$ cat src/rtl/mcycle_unit.sv
// Multi-cycle unsigned multiply (shift-add) / divide (restoring) unit for the EX stage.
// One iteration per clock; results and Done appear WIDTH edges after acceptance.
//
// state   | meaning
// IDLE    | waiting for Start
// COMPUTE | one multiply/divide iteration per edge
// DONE    | results valid, Done high for this cycle; Start may re-enter COMPUTE
module mcycle_unit #(
    parameter int WIDTH = 32
) (
    input  logic             CLK,
    input  logic             RESETn,
    input  logic             Start,
    input  logic             MCycleOp,
    input  logic [WIDTH-1:0] Operand1,
    input  logic [WIDTH-1:0] Operand2,
    output logic [WIDTH-1:0] Result1,
    output logic [WIDTH-1:0] Result2,
    output logic             Busy,
    output logic             Done
);

    localparam int CW = $clog2(WIDTH + 1);

    typedef enum logic [1:0] {
        IDLE    = 2'd0,
        COMPUTE = 2'd1,
        DONE    = 2'd2
    } state_t;

    state_t             state;
    logic [CW-1:0]      count;
    logic               op;
    logic [WIDTH-1:0]   mcand;
    logic [WIDTH-1:0]   dvs;
    logic [2*WIDTH-1:0] acc;
    logic [WIDTH-1:0]   quo;
    logic [WIDTH:0]     rem;

    logic [WIDTH:0]     sum;
    logic [2*WIDTH-1:0] mul_next;
    logic [WIDTH:0]     trial;
    logic               ge;
    logic [WIDTH:0]     rem_next;
    logic [WIDTH-1:0]   quo_next;
    logic               last;

    assign Busy = ((state == IDLE || state == DONE) && Start) || (state == COMPUTE);
    assign last = (count == CW'(WIDTH - 1));

    // acc low half doubles as the multiplier; quo starts as the dividend and
    // fills with quotient bits from the LSB as dividend bits shift out the top.
    always_comb begin
        sum      = {1'b0, acc[2*WIDTH-1:WIDTH]} + {1'b0, (acc[0] ? mcand : {WIDTH{1'b0}})};
        mul_next = {sum, acc[WIDTH-1:1]};
        trial    = {rem[WIDTH-1:0], quo[WIDTH-1]};
        ge       = (trial >= {1'b0, dvs});
        rem_next = ge ? (trial - {1'b0, dvs}) : trial;
        quo_next = {quo[WIDTH-2:0], ge};
    end

    always_ff @(posedge CLK or negedge RESETn) begin
        if (!RESETn) begin
            state   <= IDLE;
            count   <= '0;
            op      <= 1'b0;
            mcand   <= '0;
            dvs     <= '0;
            acc     <= '0;
            quo     <= '0;
            rem     <= '0;
            Result1 <= '0;
            Result2 <= '0;
            Done    <= 1'b0;
        end else begin
            Done <= 1'b0;
            case (state)
                IDLE, DONE: begin
                    if (Start) begin
                        op    <= MCycleOp;
                        mcand <= Operand1;
                        dvs   <= Operand2;
                        acc   <= {{WIDTH{1'b0}}, Operand2};
                        quo   <= Operand1;
                        rem   <= '0;
                        count <= '0;
                        state <= COMPUTE;
                    end else begin
                        state <= IDLE;
                    end
                end
                COMPUTE: begin
                    count <= count + 1'b1;
                    if (op) begin
                        rem <= rem_next;
                        quo <= quo_next;
                    end else begin
                        acc <= mul_next;
                    end
                    if (last) begin
                        state   <= DONE;
                        Done    <= 1'b1;
                        Result1 <= op ? quo_next : mul_next[WIDTH-1:0];
                        Result2 <= op ? rem_next[WIDTH-1:0] : mul_next[2*WIDTH-1:WIDTH];
                    end
                end
                default: state <= IDLE;
            endcase
        end
    end

endmodule
$ cat config.mk
export PLATFORM = sky130hd
export DESIGN_NAME = mcycle_unit
export DESIGN_NICKNAME = d
export VERILOG_FILES = /design/src/rtl/mcycle_unit.sv
export SDC_FILE = /design/constraint.sdc
export NUM_CORES = 1
export LEC_CHECK = 0
export ABC_AREA = 1
export CAP_MARGIN = 10
export CORE_AREA = 2 2 254 193
export CTS_CLUSTER_SIZE = 40
export DETAILED_ROUTE_END_ITERATION = 12
export DIE_AREA = 0 0 256 195
export MAX_ROUTING_LAYER = met4
export PLACE_DENSITY = 0.62
export RECOVER_POWER = 50
export SYNTH_ARGS = -nofsm -noshare
export SYNTH_HDL_FRONTEND = slang
export SYNTH_SLANG_ARGS = --single-unit
$ cat constraint.sdc
create_clock -name CLK -period 5.56 [get_ports CLK]
set_input_delay 0.556 -clock CLK [delete_from_list [all_inputs] [get_ports CLK]]
set_output_delay 0.556 -clock CLK [all_outputs]
set_load 0.01 [all_outputs]
## Word level (Yosys, flattened, before mapping)

Cells that the tools add are included.

- Register bits: 266
- Input port bits: 68
- Output and inout port bits: 66
- Word-level logic and storage cells: 53

- Add/sub/neg operators: 3
- Magnitude comparators: 1
- Equal/unequal tests: 7
- Muxes and demuxes: 20
- Reductions and logical operators: 11

Operators by type and width:

| cell | count |
|---|---|
| 32-bit 2-to-1 mux | 8 |
| 64-bit 2-to-1 mux | 2 |
| 32-bit case mux with 2 select lines | 2 |
| 64-bit case mux with 2 select lines | 1 |
| 32-bit by 32-bit adder with 33-bit output | 1 |
| 33-bit by 32-bit >= comparator with 1-bit output | 1 |
| 32-bit subtractor | 1 |
| 6-bit case mux with 2 select lines | 1 |
| 2-bit != test, second input constant | 4 |
| 6-bit by 1-bit adder with 6-bit output, second input constant | 1 |
| 6-bit by 5-bit == test with 1-bit output, second input constant | 1 |
| 6-bit 2-to-1 mux | 1 |
| 2-bit AND reduction | 3 |
| 3-bit AND reduction | 2 |
| 2-bit case mux with 2 select lines | 1 |
| 1-bit 2-to-1 mux | 3 |
| 2-bit by 1-bit == test with 1-bit output, second input constant | 1 |
| 2-bit == test, second input constant | 1 |
| 2-bit zero test | 1 |
| 1-bit logical OR | 2 |
| 2-bit 2-to-1 mux | 1 |
| 2-bit nonzero test | 1 |
| 2-bit OR reduction | 1 |
| 1-bit logical AND | 1 |

## Longest topological paths before layout

Gate-level depths: netlist of run 1.

- Depth after elaboration: 4
- Gate-level depth with buffers: 22
- Depth with buffers taken out: 20

## Least setup slack after synthesis of run 1

No wires, ideal clock.

- Path type: flip-flop to flip-flop
- Start: reg acc[0]
- End: reg acc[55]
- Data arrival time: 2.439 ns
- Path slack: 3.039 ns
- Stages on the path, launching flop included: 20
- Period minus slack after synthesis: 2.521 ns
- Path through: dfrtp_1 > clkbuf_1 > clkbuf_1 > nand2_1 > inv_1 > ha_1 > inv_1 > fa_1 > inv_1 > nand3_1 > nand2_1 > nand2_1 > nand2_1 > nand3_1 > nand2_1 > nand2_1 > nand2_1 > nand2_1 > and2_1 > o21ai_0

- Cells in the longest elaborated chain, start to end: 4

RTL lines:

| element | RTL line | text |
|---|---|---|
| start, declared | 36 | `logic [2*WIDTH-1:0] acc;` |
| start signal, assigned | 83 | `acc <= {{WIDTH{1'b0}}, Operand2};` |
| start signal, assigned | 98 | `acc <= mul_next;` |
| 32-bit 2-to-1 mux | 54 | `sum = {1'b0, acc[2*WIDTH-1:WIDTH]} + {1'b0, (acc[0] ? mcand : {WIDTH{1'b0}})};` |
| 32-bit by 32-bit adder with 33-bit output | 54 |  |
| 64-bit 2-to-1 mux | 94 | `if (op) begin` |
| 64-bit case mux with 2 select lines | 77 | `case (state)` |

No other way between the ends. The select of a mux whose other input is x is not followed.
A chain may end at the register's enable or synchronous reset.

## Worst setup path in the final report of run 1

- Start: in Start
- End: out Busy

- Cells in the longest elaborated chain, start to end: 2

RTL lines:

| element | RTL line | text |
|---|---|---|
| start, declared | 13 | `input logic Start,` |
| 1-bit logical AND | 48 | `assign Busy = ((state == IDLE \|\| state == DONE) && Start) \|\| (state == COMPUTE);` |
| 1-bit logical OR | 48 |  |
| end, declared | 19 | `output logic Busy,` |

No other way between the ends.

==> results of run 1 <==
==> layout make-up <==
class	instances	area (um^2)
inverters	316	1186
well taps	639	799.5
clock inverters	10	121.4
repair buffers	145	1416
multi-input cells	1681	8252
fillers	4940	27970
flip-flops and latches	266	6658
clock buffers	39	823.3
==> cells in the final DEF (no fill, tap or decap), types with 22 or more instances in the layout <==
| master | instances |
|---|---|
| o21ai_0 | 185 |
| clkdlybuf4s50_1 | 110 |
| a21oi_1 | 64 |
| inv_1 | 309 |
| dfrtp_1 | 265 |
| nor3_1 | 22 |
| ha_1 | 65 |
| dlygate4sd3_1 | 22 |
| clkbuf_16 | 29 |
| o211ai_1 | 32 |
| a31oi_1 | 32 |
| nand3_1 | 101 |
| nand2_1 | 904 |
| nor2_1 | 118 |
| xor2_1 | 22 |
==> Yosys cell counts (2+ instances only) <==
| library cell | count | area share |
|---|---|---|
| a21o_1 | 8 | 0.0036 |
| a21oi_1 | 64 | 0.019 |
| a22o_1 | 14 | 0.0074 |
| a31oi_1 | 32 | 0.012 |
| and2_1 | 10 | 0.0038 |
| buf_1 | 15 | 0.0034 |
| buf_12 | 2 | 0.0024 |
| buf_2 | 8 | 0.0024 |
| buf_6 | 2 | 0.0014 |
| clkbuf_1 | 61 | 0.014 |
| dfrtp_1 | 266 | 0.40 |
| fa_1 | 2 | 0.0024 |
| ha_1 | 65 | 0.049 |
| inv_1 | 310 | 0.071 |
| inv_2 | 5 | 0.0011 |
| nand2_1 | 905 | 0.21 |
| nand2_2 | 3 | 0.0011 |
| nand3_1 | 101 | 0.031 |
| nand3_2 | 14 | 0.0085 |
| nand3b_1 | 8 | 0.0036 |
| nand4_1 | 13 | 0.0049 |
| nor2_1 | 121 | 0.028 |
| nor2_2 | 4 | 0.0015 |
| nor3_1 | 22 | 0.0067 |
| o211ai_1 | 32 | 0.015 |
| o21ai_0 | 186 | 0.057 |
| o21ai_1 | 8 | 0.0024 |
| o21ai_2 | 13 | 0.0069 |
| o21bai_1 | 14 | 0.0064 |
| o22ai_1 | 3 | 0.0011 |
| xnor2_1 | 8 | 0.0043 |
| xor2_1 | 22 | 0.012 |
==> cells by family after synthesis <==
kind of cell               after synthesis  share of synthesized area
and+or+nand+nor                       1208                     0.2998
buffers and inverters                  406                    0.09678
AOI/OAI and AO/OA                      376                     0.1316
DFF                                    266                     0.4041
adders and majority gates               67                    0.05181
xor gates and xnor gates                30                    0.01595
==> flip-flops by register name, summed over array words and instances, names as in the netlist <==
register / flops
count: 6
op: 1
state: 2
quo: 32
mcand: 32
Result2: 32
dvs: 32
Done: 1
Result1: 32
acc: 64
rem: 32
==> layer usage <==
layer / wire length (um) / up-vias / global-route usage
li1: - / 7602 / -
met3: 4845 / 46 / 0.03920
met1: 29260 / 7476 / 0.3688
met4: 667 / 0 / 0.02881
met5: 0 / - / -
met2: 23610 / 595 / 0.3251
==> worst paths after layout <==
kind | start | endpoint | slack [ps]
worst max-delay path | Start | Busy | 1600
worst min-delay path | RESETn | Result1[4]$_DFFE_PN0P_ | -10
worst max register to register | state[0]$_DFFE_PN0P_ | acc[13]$_DFFE_PN0P_ | 1750
worst min register to register | Result2[30]$_DFFE_PN0P_ | Result2[30]$_DFFE_PN0P_ | 480
max in group asynchronous | RESETn | acc[58]$_DFFE_PN0P_ | 1700
min in group CLK | Result2[30]$_DFFE_PN0P_ | Result2[30]$_DFFE_PN0P_ | 480
==> where the power goes <==
part	leakage, nW	internal [mW]	switching [mW]	total [mW]
logic	6.44	2.88	5.89	8.76
clock network	0.467	1.13	0.842	1.97
registers	3.22	2.87	0.660	3.53
==> through the flow <==
stage          instance area [um^2]  std cells  hold slack [ps]
2_1_floorplan                 16470       2353            260.4
3_3_place_gp                  18330       3047            464.9
3_5_place_dp                  18330       3047            465.7
4_1_cts                       19280       3096            33.94
5_1_grt                       19260       3096            52.34
6_report                      19260       3096           -14.54
==> qor.csv, run 1 <==
stage,metric,value,unit
status,status,"complete, but fails checks",
status,failing checks,"negative hold slack, max-capacitance violations, max-slew violations",
clocking,Num CTS Buffers,29,
layout,area added between synthesis and finish,16.91,%
sta,min Tclk post-route,3963,ps
critical_path,CP Capture Type,output port,
clocking,"Setup Fix Bufs, Post-CTS",0,
global_routing,GRT Residual Overflow,0,
clocking,Root Driver,clkbuf_16,
clocking,Clock Path Buffers,3,
sta,Tcrit/Tclk final,0.7128,
clocking,# hold bufs at CTS,0,
synth,count of different cell masters after synthesis,44,
critical_path,reg2reg path depth,9,
clocking,post-CTS sizing,0,
floorplan,Row Count,69,
sta,count of pins over their slew limit,213,
synth,Post-Synthesis Cells,2353,
worst_hold_path,class of the worst hold path,input pin to async pin,
power_and_ir_drop,total power,14.26,mW
synth,Synth Register Bits,266,
power_and_ir_drop,"IR drop worst, VDD",0.0003609,V
sta,RSZ-0062 raised after global routing,false,
power_and_ir_drop,pwr/cell area,740.8,nW/um^2
placement,hpwl dp,45.10,mm
sta,Rel. slew slack,-1.375,
global_routing,first-pass GRT wire length,88.78,mm
critical_path,Buf/Inv on CP,3,
critical_path,CP Launch Type,input pin,
synth,Syn Std Cell Area,16470,um^2
drt,vias per cell,5.077,
sta,final hold slack,-14.54,ps
power_and_ir_drop,P_leak,10.13,nW
clocking,CTS tree,built,
drt,DR iter-0 viols,1401,
floorplan,die area,49920,um^2
synth,Synth async-reset ratio,1.000,
layout,# diodes,0,
synth,"Top FF cell, synth",dfrtp_1,
global_routing,vias in the first global route,14496,
synth,Post-Syn Area per Cell,7.000,um^2
placement,Place WS,2108,ps
synth,Post-synth EDFFs,0,
sta,measured slew at the worst slew-check pin,3563,ps
clocking,H-tree level count,1,
floorplan,CORE AREA,47220,um^2
layout,final core occ,0.4078,
critical_path,Worst EP required,5000,ps
floorplan,die height,195,um
sta,clk_skew,23.09,ps
synth,syn_nets,2488,
clocking,Clock Sinks,266,
global_routing,GRT Total Usage,0.2368,
synth,warnings from Yosys,0,
critical_path,CP max-delay cell,clkbuf_1,
sta,Setup TNS Final,0,ps
drt,DRC,0,
global_routing,initial antenna violation count,0,
clocking,Worst-Skew Late Latency,580,ps
critical_path,CP cell instances,clkdlybuf4s50_1 -> nand2_1 -> clkbuf_1 -> nand2_1 -> clkdlybuf4s50_1,
floorplan,die extent in x,256,um
layout,share of cells above drive strength 1,0.04355,
sta,Fin. Hold Viols,6,
placement,gpl congestion,0.9778,
global_routing,pin count of the biggest net entering global routing,112,
drt,WL/cell,18.86,um
synth,"Seq/Total Area, Yosys",0.4041,
layout,layout net count,2574,
critical_path,"slowest stage delay, CP",1340,ps
critical_path,Setup CP Type,input pin to output port,
drt,final wirelength,58.39,mm
critical_path,total number of cells along the worst setup path,5,
sta,fmax,252.3,MHz
job,maxcap violations,3,
drt,routed vias,15719,
drt,Post-DRT Antenna Nets,0,
placement,I/O Buffers,133,
clocking,Worst-path clk slew,60,ps
floorplan,Initial Util,0.3488,
critical_path,Crit path max-delay family,buffers and inverters,
critical_path,Worst EP arrival,3410,ps
sta,final setup margin,1597,ps
drt,1st-pass router iterations,5,
critical_path,"Max FO, Critical Path",41,
sta,final setup fails,0,
floorplan,# IOs,134,
No activity file was read; power rests on OpenSTA's default activity.
==> run 2: changes to the inputs <==
--- a/config.mk
+++ b/config.mk
@@ -12,7 +12,7 @@
 export DETAILED_ROUTE_END_ITERATION = 12
 export DIE_AREA = 0 0 256 195
 export MAX_ROUTING_LAYER = met4
-export PLACE_DENSITY = 0.62
+export PLACE_DENSITY = 0.64
 export RECOVER_POWER = 50
 export SYNTH_ARGS = -nofsm -noshare
 export SYNTH_HDL_FRONTEND = slang
==> constraint.sdc (replaced) <==
create_clock -name CLK -period 3.6 [get_ports CLK]
set_input_delay 0.36 -clock CLK [delete_from_list [all_inputs] [get_ports CLK]]
set_output_delay 0.36 -clock CLK [all_outputs]
set_load 0.01 [all_outputs]
==> run 2 against run 1 <==
Clock skew is 5.8 ps lower. Clock-buffer cell count is 4 higher. Power is 55% higher. First-iteration DRC count is 21% higher. Sequential power is 53% higher. Die area stayed put. Core utilization is 0.28 points higher. Highest routed layer unchanged. Sequential cell count stayed put. The run ends with max-capacitance violations, max-slew violations left. Via count is 0.36% higher. Routed wire length is 3.8% higher. Cell area is 0.68% higher.
==> qor.csv, run 2 (synthesized netlist as in run 1, its figures left out) <==
stage,metric,value,unit
status,status,"complete, but fails checks",
status,failing checks,"max-capacitance violations, max-slew violations",
critical_path,CP Launch Type,flip-flop,
power_and_ir_drop,pwr/cell area,1142,nW/um^2
sta,clk_skew,17.33,ps
critical_path,reg2reg path depth,16,
clocking,Clock Sinks,266,
placement,hpwl dp,46.82,mm
layout,post-route insts no fill,3116,
layout,area added between synthesis and finish,17.70,%
clocking,Worst-path clk slew,60,ps
global_routing,GRT Total Usage,0.2484,
placement,gpl congestion,0.9833,
global_routing,pin count of the biggest net entering global routing,100,
sta,min Tclk post-route,3268,ps
clocking,"Setup Fix Bufs, Post-CTS",0,
power_and_ir_drop,P_leak,10.21,nW
critical_path,r2r endpoint,Result2[9]$_DFFE_PN0P_,
layout,"commonest non-fill, non-tap cell in the layout",nand2_1,
layout,Top reg by flops,acc,
critical_path,CP cell instances,nand2_1 -> inv_1 -> ha_1 -> inv_1 -> fa_1 -> inv_1 -> nand3_1 -> nand2_1 -> nand2_1 -> nand2_1 -> nand2_1 -> nand2_1 -> xor2_1 -> o21ai_0 -> o21bai_1 -> nand2_1,
floorplan,die height,195,um
drt,WL/cell,19.44,um
sta,measured slew at the worst slew-check pin,2671,ps
drt,1st-pass router iterations,5,
sta,count of pins over their slew limit,192,
floorplan,Initial Util,0.3488,
drt,met2 WL,23.58,mm
drt,DR iter-0 viols,1694,
layout,Multi-input gate area,8242,um^2
clocking,CTS tree,built,
global_routing,initial antenna violation count,1,
clocking,Worst-Skew Late Latency,590,ps
global_routing,vias in the first global route,14832,
sta,RSZ-0062 raised after global routing,false,
sta,fmax,306.0,MHz
critical_path,CP max-delay cell,dfrtp_1,
job,maxcap violations,2,
critical_path,"most used cell, CP",nand2_1,
floorplan,CORE AREA,47220,um^2
floorplan,Row Count,69,
critical_path,Crit path max-delay family,simple AND/OR/NAND/NOR gates,
critical_path,"Max FO, Critical Path",20,
floorplan,# IOs,134,
drt,DRC,0,
drt,top sig layer,met4,
layout,share of cells above drive strength 1,0.04889,
power_and_ir_drop,total power,22.13,mW
worst_hold_path,min-delay src,MCycleOp,
floorplan,die area,49920,um^2
drt,final wirelength,60.58,mm
drt,wl on met1,30.33,mm
layout,"commonest non-fill, non-tap cells in the layout","nand2_1 (904), inv_1 (308), dfrtp_1 (265)",
placement,Post-Place Cells,3062,
clocking,Num CTS Buffers,29,
global_routing,first-pass GRT wire length,92.21,mm
critical_path,Setup CP Type,flip-flop to flip-flop,
drt,routed vias,15776,
critical_path,Worst EP arrival,3730,ps
sta,Fin. Hold Viols,0,
sta,final setup fails,0,
sta,Setup TNS Final,0,ps
global_routing,GRT Residual Overflow,0,
critical_path,R2R setup slack,330,ps
drt,met3 wire length,5.709,mm
sta,Rel. slew slack,-0.7806,
worst_hold_path,hold endpoint,op$_DFFE_PN0P_,
critical_path,"slowest stage delay, CP",690,ps
layout,register area,6658,um^2
placement,I/O Buffers,133,
layout,layout net count,2590,
layout,max FFs per register,64,
drt,vias per cell,5.063,
clocking,Root Driver,clkbuf_16,
clocking,H-tree level count,1,
clocking,Clock Path Buffers,3,
worst_hold_path,class of the worst hold path,input pin to flip-flop,
worst_hold_path,worst hold stages,3,
critical_path,Reg2Reg Launch Point,acc[0]$_DFFE_PN0P_,
floorplan,die extent in x,256,um
layout,Fill cells,4924,
power_and_ir_drop,"IR drop worst, VDD",0.0006265,V
critical_path,Buf/Inv on CP,3,
sta,Tcrit/Tclk final,0.9077,
critical_path,CP Capture Type,flip-flop,
drt,Post-DRT Antenna Nets,0,
critical_path,Worst EP required,4060,ps
-- run 2: cell type report --
cell class,instances,area share
multi-input combinational,1681,0.4251
sequential,266,0.3434
timing repair buffer,161,0.07964
inverter,316,0.06119
clock buffer,43,0.04324
tap,639,0.04124
clock inverter,8,0.005873
antenna,2,0.0002582
-- run 2: worst min-delay path: stages --
cell and delay, ps:
clkdlybuf4s50_1 410, nand2_1 70, nand2_1 40
-- run 2: layer usage --
layer | up-vias | track usage
li1 | 7633 | -
met1 | 7539 | 0.3810
met2 | 554 | 0.3300
met3 | 50 | 0.05607
met4 | 0 | 0.04353
met5 | - | -
-- run 2: metrics by stage --
step | hold WS (ps) | instance area (um^2) | utilization | setup WS, ps
after floorplan | 64.41 | 16470 | - | 1079
after global placement | 460.6 | 18440 | 0.3906 | 425.0
after detailed placement | 465.4 | 18440 | 0.3906 | 419.9
after CTS | 308.8 | 19410 | 0.4109 | 384.3
after global routing | 378.8 | 19380 | 0.4105 | 53.78
final | 335.8 | 19390 | 0.4105 | 332.2
-- run 2: how the worst max path moves through the flow --
stage	slack [ps]	cells past startpoint	start	to
global placement	420	16	acc[0]$_DFFE_PN0P_	Result2[9]$_DFFE_PN0P_
finish	330	16	acc[0]$_DFFE_PN0P_	Result2[9]$_DFFE_PN0P_
floorplan	1080	19	acc[0]$_DFFE_PN0P_	acc[55]$_DFFE_PN0P_
CTS	380	16	acc[0]$_DFFE_PN0P_	Result2[9]$_DFFE_PN0P_
global route	50	3	RESETn	mcand[11]$_DFFE_PN0P_
detailed placement	420	16	acc[0]$_DFFE_PN0P_	Result2[9]$_DFFE_PN0P_
-- run 2: report_power, final --
group | total (mW) | switching, mW | internal, mW
clock network | 3.07 | 1.31 | 1.75
registers | 5.41 | 0.976 | 4.43
logic | 13.7 | 9.12 | 4.53
-- run 2: repair_timing --
item / in CTS / in global routing
hold buffers: 1 / 0
gates resized for setup: 0 / 0
hold endpoints to repair: 87 / 0
==> run 3: changes to the inputs <==
--- a/config.mk
+++ b/config.mk
@@ -11,9 +11,11 @@
 export CTS_CLUSTER_SIZE = 40
 export DETAILED_ROUTE_END_ITERATION = 12
 export DIE_AREA = 0 0 256 195
+export GPL_ROUTABILITY_DRIVEN = 0
 export MAX_ROUTING_LAYER = met4
 export PLACE_DENSITY = 0.64
 export RECOVER_POWER = 50
+export SKIP_LAST_GASP = 1
 export SYNTH_ARGS = -nofsm -noshare
 export SYNTH_HDL_FRONTEND = slang
 export SYNTH_SLANG_ARGS = --single-unit
==> run 3 against run 2 <==
The run still ends with max-capacitance violations, max-slew violations left. Cell count decreased by 0.26%. Cell area decreased by 0.34%. Critical path depth decreased by 9. Clock power about the same. Clock skew decreased by 1.6 ps. First-iteration DRC count decreased by 9.7%. Non-clock buffer count decreased by 5.
==> qor.csv, run 3 (synthesized netlist as in run 1, its figures left out) <==
stage,metric,value,unit
sta,final setup margin,464.9,ps
layout,area added between synthesis and finish,17.30,%
sta,Fin. Hold Viols,0,
global_routing,GRT Residual Overflow,0,
sta,clk_skew,15.71,ps
critical_path,CP Launch Type,flip-flop,
sta,RSZ-0062 raised after global routing,false,
clocking,"Setup Fix Bufs, Post-CTS",0,
power_and_ir_drop,total power,21.76,mW
critical_path,CP Capture Type,flip-flop,
layout,Top reg by flops,acc,
power_and_ir_drop,pwr/cell area,1127,nW/um^2
floorplan,die area,49920,um^2
job,maxcap violations,2,
global_routing,first-pass GRT wire length,87.00,mm
clocking,Root Driver,clkbuf_16,
status,failing checks,"max-capacitance violations, max-slew violations",
layout,max FFs per register,64,
layout,"commonest non-fill, non-tap cell in the layout",nand2_1,
global_routing,pin count of the biggest net entering global routing,106,
sta,measured slew at the worst slew-check pin,1968,ps
clocking,Clock Sinks,266,
layout,"Design Area, Final",19320,um^2
power_and_ir_drop,"IR drop worst, VDD",0.0004063,V
floorplan,Initial Util,0.3488,
sta,Rel. slew slack,-0.3118,
sta,Setup TNS Final,0,ps
clocking,# hold bufs at CTS,1,
clocking,Num CTS Buffers,29,
layout,final core occ,0.4091,
floorplan,die height,195,um
placement,placed cell area,18430,um^2
sta,final hold slack,361.4,ps
clocking,CTS tree,built,
drt,vias per cell,5.122,
sta,fmax,319.0,MHz
critical_path,Setup CP Type,flip-flop to flip-flop,
drt,WL/cell,18.15,um
critical_path,Worst EP required,4120,ps
sta,Tcrit/Tclk final,0.8709,
clocking,Worst-path clk slew,60,ps
clocking,H-tree level count,1,
placement,I/O Buffers,133,
layout,post-route insts no fill,3108,
worst_hold_path,class of the worst hold path,input pin to flip-flop,
placement,Post-Place Cells,3057,
layout,"commonest non-fill, non-tap cells in the layout","nand2_1 (905), inv_1 (309), dfrtp_1 (265)",
clocking,post-CTS sizing,0,
global_routing,vias in the first global route,14894,
sta,final setup fails,0,
global_routing,GRT Total Usage,0.2291,
critical_path,Worst EP arrival,3650,ps
layout,layout net count,2585,
global_routing,initial antenna violation count,3,
drt,final wirelength,56.42,mm
layout,share of cells above drive strength 1,0.04376,
floorplan,die extent in x,256,um
clocking,Worst-Skew Late Latency,580,ps
power_and_ir_drop,P_leak,10.16,nW
sta,count of pins over their slew limit,66,
status,status,"complete, but fails checks",
drt,DR iter-0 viols,1529,
clocking,Clock Path Buffers,3,
floorplan,Row Count,69,
drt,Post-DRT Antenna Nets,0,
drt,1st-pass router iterations,5,
drt,routed vias,15919,
drt,DRC,0,
floorplan,# IOs,134,
placement,Place WS,604.2,ps
floorplan,CORE AREA,47220,um^2
critical_path,"Max FO, Critical Path",100,
placement,hpwl dp,43.15,mm
sta,min Tclk post-route,3135,ps
## run 3: cell types whose count changed in the layout (fill, tap and decap cells not counted), sizes merged
| cell | before | now |
|---|---|---|
| bufinv | 2 | 3 |
| diode | 2 | 1 |
| clkbuf | 48 | 45 |
| clkinvlp | 2 | 0 |
| dlygate4sd3 | 27 | 10 |
| clkdlybuf4s50 | 106 | 123 |
| clkinv | 4 | 7 |
| buf | 23 | 17 |
## run 3: path summary, 6_finish.rpt
path                                        from                     end  slack [ps]  depth (start not counted)
setup / recovery            state[1]$_DFFE_PN0P_  Result2[7]$_DFFE_PN0P_         460                          7
hold / removal                          MCycleOp          op$_DFFE_PN0P_         360                          3
max in group asynchronous                 RESETn   mcand[24]$_DFFE_PN0P_         800                          3
min in group asynchronous                 RESETn  Result1[4]$_DFFE_PN0P_         420                          2
hold reg to reg            mcand[21]$_DFFE_PN0P_   mcand[21]$_DFFE_PN0P_         480                          2
setup reg to reg            state[1]$_DFFE_PN0P_  Result2[7]$_DFFE_PN0P_         460                          7
## run 3: worst max-delay path, cell delays in order (launching register included)
cell      delay (ps)
dfrtp_1          360
nor2_1           160
buf_4            760
nand2_1          510
inv_2            570
o21ai_0          360
o21bai_1         270
nand2_1           70
## run 3: area by class of cell
class	count	area, um^2
diodes	1	2.502
clock buffers	39	793.3
clock inverters	10	143.9
fillers	4849	27900
inverters	316	1186
multi-input cells	1681	8234
flip-flops and latches	266	6658
well taps	639	799.5
repair buffers	156	1503
## run 3: routing by layer
metal | global-route usage | wire [um] | vias up
met5 | - | 0 | -
met2 | 0.3010 | 21630 | 709
met3 | 0.05893 | 5837 | 91
met4 | 0.06303 | 1672 | 0
li1 | - | - | 7639
met1 | 0.3412 | 27280 | 7480
## run 3: report_power, final
part,total [mW],internal (mW),switching [mW]
logic,13.3,4.50,8.80
registers,5.42,4.43,0.982
clock network,3.04,1.76,1.29
